==> config.mk <==
export PLATFORM = sky130hd
export DESIGN_NAME = spi_sram_arbiter
export DESIGN_NICKNAME = d
export VERILOG_FILES = /design/src/rtl/spi_sram_arbiter.sv
export SDC_FILE = /design/constraint.sdc
export NUM_CORES = 1
export LEC_CHECK = 0
export CAP_MARGIN = 20
export CORE_ASPECT_RATIO = 1.5
export CORE_MARGIN = 2
export CORE_UTILIZATION = 39
export CTS_CLUSTER_DIAMETER = 80
export DETAILED_ROUTE_END_ITERATION = 6
export PLACE_DENSITY = 0.87
export SYNTH_ARGS = -nofsm -noshare
export SYNTH_HDL_FRONTEND = slang
export SYNTH_SLANG_ARGS = --single-unit
==> constraint.sdc <==
create_clock -name clk -period 3.8 [get_ports clk]
set_input_delay 0.57 -clock clk [delete_from_list [all_inputs] [get_ports clk]]
set_output_delay 0.57 -clock clk [all_outputs]
set_load 0.005 [all_outputs]
==> src/rtl/spi_sram_arbiter.sv <==
// spi_sram_arbiter
// Two-port arbiter that serialises SRAM transactions onto a single SPI
// master. Only one transaction is outstanding at a time. The SPI master is
// held idle (spi_req=1) except while a transaction is running. A run that
// sees no spi_valid within TIMEOUT cycles is aborted and reported with err.
//
// Ports
//   clk, rst_n                 system clock, async active-low reset
//   pN_valid/addr/wdata/mask/write   requester N transaction fields
//   pN_ready                   request accepted this cycle (combinational)
//   pN_done                    one-cycle completion pulse to the owner
//   err                        valid with pN_done, 1 = aborted by timeout
//   rdata                      read data, valid with pN_done on reads
//   spi_req                    1 = hold SPI master idle, 0 = run
//   spi_addr/wdata/mask/write  registered transaction fields to SPI master
//   spi_valid, spi_rdata       SPI master completion and read data
//
// state      | meaning
// -----------+-----------------------------------------------------------
// ST_IDLE    | SPI master held idle; accept one request via round robin
// ST_RUN     | transaction in flight; wait for spi_valid or timeout
// ST_RELEASE | SPI master held idle for RELEASE cycles before next grant

module spi_sram_arbiter #(
   parameter int TIMEOUT = 128,
   parameter int RELEASE = 2
) (
   input  logic        clk,
   input  logic        rst_n,
   input  logic        p0_valid,
   input  logic [23:0] p0_addr,
   input  logic [31:0] p0_wdata,
   input  logic [1:0]  p0_mask,
   input  logic        p0_write,
   output logic        p0_ready,
   output logic        p0_done,
   input  logic        p1_valid,
   input  logic [23:0] p1_addr,
   input  logic [31:0] p1_wdata,
   input  logic [1:0]  p1_mask,
   input  logic        p1_write,
   output logic        p1_ready,
   output logic        p1_done,
   output logic        err,
   output logic [31:0] rdata,
   output logic        spi_req,
   output logic [23:0] spi_addr,
   output logic [31:0] spi_wdata,
   output logic [1:0]  spi_mask,
   output logic        spi_write,
   input  logic        spi_valid,
   input  logic [31:0] spi_rdata
);

   localparam int TW = $clog2(TIMEOUT + 1);
   localparam int RW = $clog2(RELEASE + 1);

   typedef enum logic [1:0] {
      ST_IDLE    = 2'd0,
      ST_RUN     = 2'd1,
      ST_RELEASE = 2'd2
   } state_t;

   state_t        state_q, state_d;
   logic [TW-1:0] timer_q, timer_d;
   logic [RW-1:0] rel_q, rel_d;
   logic [23:0]   addr_q, addr_d;
   logic [31:0]   wdata_q, wdata_d;
   logic [1:0]    mask_q, mask_d;
   logic          write_q, write_d;
   logic          owner_q, owner_d;
   logic          last_grant_q, last_grant_d;
   logic [1:0]    done_q, done_d;
   logic          err_q, err_d;
   logic [31:0]   rdata_q, rdata_d;

   logic grant;
   logic accept;

   // Tie goes to the port that did not win last time; a lone requester wins.
   always_comb begin
      if (p0_valid && p1_valid) grant = ~last_grant_q;
      else                      grant = p1_valid;
   end

   assign accept   = (state_q == ST_IDLE) && (p0_valid || p1_valid);
   // Gated by rst_n so ready is low throughout reset even though the
   // state register already reads IDLE.
   assign p0_ready = rst_n & accept & ~grant;
   assign p1_ready = rst_n & accept & grant;

   always_comb begin
      state_d      = state_q;
      timer_d      = timer_q;
      rel_d        = rel_q;
      addr_d       = addr_q;
      wdata_d      = wdata_q;
      mask_d       = mask_q;
      write_d      = write_q;
      owner_d      = owner_q;
      last_grant_d = last_grant_q;
      done_d       = 2'b00;
      err_d        = err_q;
      rdata_d      = rdata_q;
      case (state_q)
         ST_IDLE: begin
            if (accept) begin
               addr_d       = grant ? p1_addr  : p0_addr;
               wdata_d      = grant ? p1_wdata : p0_wdata;
               mask_d       = grant ? p1_mask  : p0_mask;
               write_d      = grant ? p1_write : p0_write;
               owner_d      = grant;
               last_grant_d = grant;
               timer_d      = '0;
               state_d      = ST_RUN;
            end
         end
         ST_RUN: begin
            // spi_valid takes priority over a timeout landing on the same cycle.
            if (spi_valid) begin
               if (!write_q) rdata_d = spi_rdata;
               err_d            = 1'b0;
               done_d[owner_q]  = 1'b1;
               rel_d            = '0;
               state_d          = ST_RELEASE;
            end else if (timer_q == TW'(TIMEOUT - 1)) begin
               err_d            = 1'b1;
               rdata_d          = '0;
               done_d[owner_q]  = 1'b1;
               rel_d            = '0;
               state_d          = ST_RELEASE;
            end else begin
               timer_d = timer_q + TW'(1);
            end
         end
         ST_RELEASE: begin
            if (rel_q == RW'(RELEASE - 1)) state_d = ST_IDLE;
            else                           rel_d   = rel_q + RW'(1);
         end
         default: state_d = ST_IDLE;
      endcase
   end

   always_ff @(posedge clk or negedge rst_n) begin
      if (!rst_n) begin
         state_q      <= ST_IDLE;
         timer_q      <= '0;
         rel_q        <= '0;
         addr_q       <= '0;
         wdata_q      <= '0;
         mask_q       <= '0;
         write_q      <= 1'b0;
         owner_q      <= 1'b0;
         last_grant_q <= 1'b1;
         done_q       <= 2'b00;
         err_q        <= 1'b0;
         rdata_q      <= '0;
      end else begin
         state_q      <= state_d;
         timer_q      <= timer_d;
         rel_q        <= rel_d;
         addr_q       <= addr_d;
         wdata_q      <= wdata_d;
         mask_q       <= mask_d;
         write_q      <= write_d;
         owner_q      <= owner_d;
         last_grant_q <= last_grant_d;
         done_q       <= done_d;
         err_q        <= err_d;
         rdata_q      <= rdata_d;
      end
   end

   assign spi_req   = (state_q != ST_RUN);
   assign spi_addr  = addr_q;
   assign spi_wdata = wdata_q;
   assign spi_mask  = mask_q;
   assign spi_write = write_q;
   assign p0_done   = done_q[0];
   assign p1_done   = done_q[1];
   assign err       = err_q;
   assign rdata     = rdata_q;

endmodule
Word-level counts from Yosys, hierarchy flattened

Cells that the tools add are included.

Bits of input ports: 155
Output and inout port bits: 97
Bits in registers: 108
Word-level logic and storage cells: 75

Magnitude comparators: 2
Equality and inequality tests: 12
Reduce and logical (&&, ||, !) cells: 14
Add/subtract/negate cells: 2
Bitwise gates (word level): 5
Multiplexer cells: 28

Operators by type and width:

| kind                | number |
|---|---|
| $mux 32             | 4 |
| $mux 24             | 1 |
| $mux 8              | 3 |
| $mux 2              | 11 |
| $pmux 8 s2          | 1 |
| $ne 2x2->1 const B  | 6 |
| $reduce_and 3->1    | 3 |
| $add 8x1->8 const B | 1 |
| $eq 8x7->1 const B  | 1 |
| $pmux 2 s3          | 1 |
| $reduce_bool 2->1   | 3 |
| $mux 1              | 5 |
| $eq 2x1->1 const B  | 2 |
| $pmux 2 s2          | 1 |
| $reduce_and 2->1    | 2 |
| $reduce_and 4->1    | 1 |
| $and 1x1->1         | 3 |
| $logic_and 1x1->1   | 3 |
| $ne 3x3->1 const B  | 1 |
| $add 2x1->2 const B | 1 |
| $eq 2x2->1 const B  | 1 |
| $logic_not 2->1     | 1 |
| $lt 1x2->1 const B  | 1 |
| $ne 2x1->1 const B  | 1 |
| 4 further kinds     | 5 |

Depth between registers and ports, before layout

Word-level depth: 7
Depth in mapped cells: 7
Gate-level depth less buffers: 6

Least setup slack after synthesis

OpenSTA, ideal clock, no wires.

Path type: input -> output
Start: input p1_valid
End: output p0_ready
Buffers on the path: 2
Required time: 3.230 ns
Stages: 4
Path slack: 1.791 ns
Data arrival time: 1.439 ns
Cell sequence: a21boi_0 > clkbuf_1 > buf_2 > and3b_1

Word-level cells in the longest chain between the ends: 4
Elaborated cells on any way between the ends: 7
Classes of those cells: 1 x mux; 3 x bitwise; 3 x reduce/logical

Ends and longest elaborated chain:

| item                                                  | line   | RTL |
|---|---|---|
| from (decl)                                           | 37     | `input logic p1_valid,` |
| $logic_or 1x1->1 or $logic_and 1x1->1 (tied branches) | 86, 82 |  |
| $logic_and 1x1->1 or $mux 1 (tied branches)           | 86, 82 |  |
| $and 1x1->1 or $not 1->1 (tied branches)              | 89     | `assign p0_ready = rst_n & accept & ~grant;` |
| $and 1x1->1 (*)                                       | 89     |  |
| to (decl)                                             | 35     | `output logic p0_ready,` |

Every way passes the cells marked *; elsewhere a longest branch is shown, timed or not.

Final worst setup path

Start: input p0_valid
End: output p0_ready

Word-level cells in the longest chain between the ends: 4
Elaborated cells on any way between the ends: 7
Classes of those cells: 1 x mux; 3 x bitwise; 3 x reduce/logical

Ends and longest elaborated chain:

| item                                                  | line   | RTL |
|---|---|---|
| from (decl)                                           | 30     | `input logic p0_valid,` |
| $logic_or 1x1->1 or $logic_and 1x1->1 (tied branches) | 86, 82 |  |
| $logic_and 1x1->1 or $mux 1 (tied branches)           | 86, 82 |  |
| $and 1x1->1 or $not 1->1 (tied branches)              | 89     |  |
| $and 1x1->1 (*)                                       | 89     |  |

Marked as above.

==> key figures <==
Clocking
  – Clock Tree Buf Depth: 2
  – Post_cts resized: 0
  – Clk_lat worst skew: 0.34 ns
  – CTS buffer count: 9
  – CTS tree: built
  – Reg clk slew, reported paths: 0.07 ns
  – Clock sinks: 108
  – Root buffer cell: clkbuf_16
  – Post-CTS Setup Inserts: 0
  – H-tree Lvls: 3
  – CTS Hold Bufs: 0

STA
  – Clock skew after layout: 0.00668 ns
  – Worst-Margin Slew: 0.948 ns
  – RSZ-0062 raised after global routing: false
  – Max-slew headroom: 0.368
  – Final Hold Viols: 0
  – F_max: 0.379 GHz
  – Crit path time final: 2.64 ns
  – Setup_tns: 0 ns
  – Max-slew violation count: 0
  – Hold WS: 0.188 ns
  – Part of the cycle the worst path needs: 0.694
  – Final setup violation count: 0

Global route
  – Initial antenna violation count: 0
  – Tot GR Track Use: 0.222
  – Largest net degree at the start of global routing: 119
  – First-pass GRT wire length: 22,600 um
  – Vias in the first global route: 4,392
  – Total grt overflow: 0

Placement
  – # port buffers: 251
  – Placer Congestion: 0.859
  – Dpl hpwl: 10,900 um

Yosys
  – Number of flops mapped to enable cells by yosys: 0
  – Post-Synth XOR/XNOR Area: 0
  – Post-Synth Adder-Cell Area: 0.00532
  – Register bit total from synthesis: 108
  – Syn_area_per_cell: 11.1 sq um
  – Synth Flop Type: dfrtp_1
  – Synth Instances: 423
  – Synth Area in Simple Gates: 0.0939
  – Post-Syn Area: 4710 sq um
  – Cell variety after synth: 37
  – Largest family of logic cells by synthesized area: compound AO/OA/AOI/OAI gates
  – Synth Area in Compound Gates: 0.158
  – Yosys Warn Count: 0
  – Synthesized net count: 580
  – Mux contribution to synthesized area: 0.130
  – Async set or reset register ratio after synthesis: 1.00
  – Seq/Total Area, Yosys: 0.575

Worst setup path
  – Crit path capture type: output port
  – Slowest cell on crit path: clkdlybuf4s50_1
  – CP arrival: 2.07 ns
  – Crit path cell chain: clkdlybuf4s50_1, nor2_1, nor2_4, and3b_1, clkdlybuf4s50_1
  – CP Class: in2out
  – Most used cell along the critical path: clkdlybuf4s50_1
  – CP peak stage delay: 0.49 ns
  – Reg2Reg Depth: 5
  – Setup crit start kind: input port
  – Required time of the critical path: 3.23 ns
  – Crit Path Max Fanout: 3

Route
  – Drt initial violations: 98
  – Vias per cell: 5.12
  – Routed wire length: 14,300 um
  – Via count: 4,198
  – ANT nets after route: 0
  – Pre-antenna DRT Iters: 5
  – Routed wire length per instance: 17.4 um
  – Post-route DRC: 0

Floorplan
  – Core area: 11,900 sq um
  – Die extent in y: 139 um
  – Die width: 93.7 um
  – I/O Pins: 252
  – Initial core utilization: 0.396
  – Row Count: 49
  – Die ar.: 13,000 sq um

Power
  – Total power: 5.39 mW
  – PD cells: 703 nW/um^2
  – VDD IR max: 0.364 mV
  – Pleak: 3.24 nW

Run
  – Max_cap viols: 0

Cells and area
  – Fillers: 977
  – Final #Nets: 819
  – Multi-input gate area: 1840 sq um
  – Layout cells sized above 1: 0.0495
  – Reg area: 2700 sq um
  – N_diodes: 0
  – P&R area growth vs syn: 63.0%

Hold path
  – Worst hold path class: in2async

Run status
  – Status: finished clean
[kinds of logic after synthesis]
family | after synthesis
simple gates | 102
fa+ha+maj | 2
buf+inv | 36
mux | 61
flops | 108
compound gates | 114
[flip-flops by register name, summed over array words and instances, names as in the netlist]
register      count
done_q            2
err               1
last_grant_q      1
owner_q           1
rdata            32
rel_q             2
spi_addr         24
spi_mask          2
spi_wdata        32
spi_write         1
state_q           2
timer_q           8
[stage by stage]
step,cells,utilization,instance area [sq um],worst slack (ns)
after CTS,818,0.642,7630,1.18
after floorplan,423,-,4710,1.79
after global routing,820,0.645,7670,1.11
final,820,0.645,7670,1.16
after global placement,802,0.615,7310,1.15
after detailed placement,802,0.615,7310,1.09
[synthesized netlist by cell type (4+ instances only)]
cell type  number  area share
dfrtp_1       107        0.57
mux2i_1        61        0.13
a21oi_1        62       0.066
o21ai_0         6      0.0064
nor3_1          4      0.0043
nand3_1         6      0.0064
inv_1           5      0.0040
a32o_1          4      0.0085
nor2_1         67       0.053
clkbuf_1       13       0.010
buf_2          12       0.013
buf_6           4      0.0096
nand2_1        11      0.0088
a22o_1         32       0.060
[final cells by class]
class                           instances  area share
Timing Repair Buffer                  259       0.338
Sequential cell                       108       0.352
Tap cell                              153      0.0250
Inverter                                5     0.00245
Clock inverter                          4     0.00946
Multi-Input combinational cell        279       0.240
Clock buffer                           12      0.0321
[critical path, delay by kind of cell]
kind	cells	cell delay, ns
buffers and inverters	2	0.93
AND/OR/NAND/NOR	3	0.56
[path summary, 6_finish.rpt]
| check | startpoint | end | slack (ns) |
|---|---|---|---|
| worst max-delay path | p0_valid | p0_ready | 1.16 |
| worst min-delay path | rst_n | spi_wdata[1] | 0.19 |
| worst max register to register | timer_q[0] | timer_q[5] | 1.90 |
| worst min register to register | owner_q | done_q[0] | 0.46 |
| max in group asynchronous | rst_n | spi_wdata[23] | 2.30 |
| min in group clk | owner_q | done_q[0] | 0.46 |
[placed cells by master (no fill, tap or decap), types with 2 or more instances in the layout]
master / synthesis / layout
clkdlybuf4s50_1: 0 / 250
dfrtp_1: 107 / 107
nor2_1: 67 / 66
a21oi_1: 62 / 62
mux2i_1: 61 / 61
a22o_1: 32 / 32
nand2_1: 11 / 11
clkbuf_16: 0 / 9
buf_4: 0 / 7
o21ai_0: 6 / 6
nand3_1: 6 / 6
inv_1: 5 / 5
nor3_1: 4 / 4
a32o_1: 4 / 4
nor2b_1: 2 / 2
or2_2: 2 / 2
and2_1: 2 / 2
a31oi_1: 2 / 2
ha_1: 2 / 2
bufinv_16: 0 / 2
clkbuf_1: 13 / 2
[power breakdown]
| group | internal [mW] | leakage [nW] | switching [mW] |
|---|---|---|---|
| combinational | 1.42 | 1.81 | 1.02 |
| sequential | 1.66 | 1.28 | 0.298 |
| clock | 0.595 | 0.153 | 0.401 |
[layer usage]
layer | wire length (um) | GRT usage
met1 | 5080 | 0.249
met2 | 7820 | 0.387
met3 | 817 | 0.0505
met4 | 573 | 0.109
met5 | 0 | 0
No activity file was read; power rests on OpenSTA's default activity.
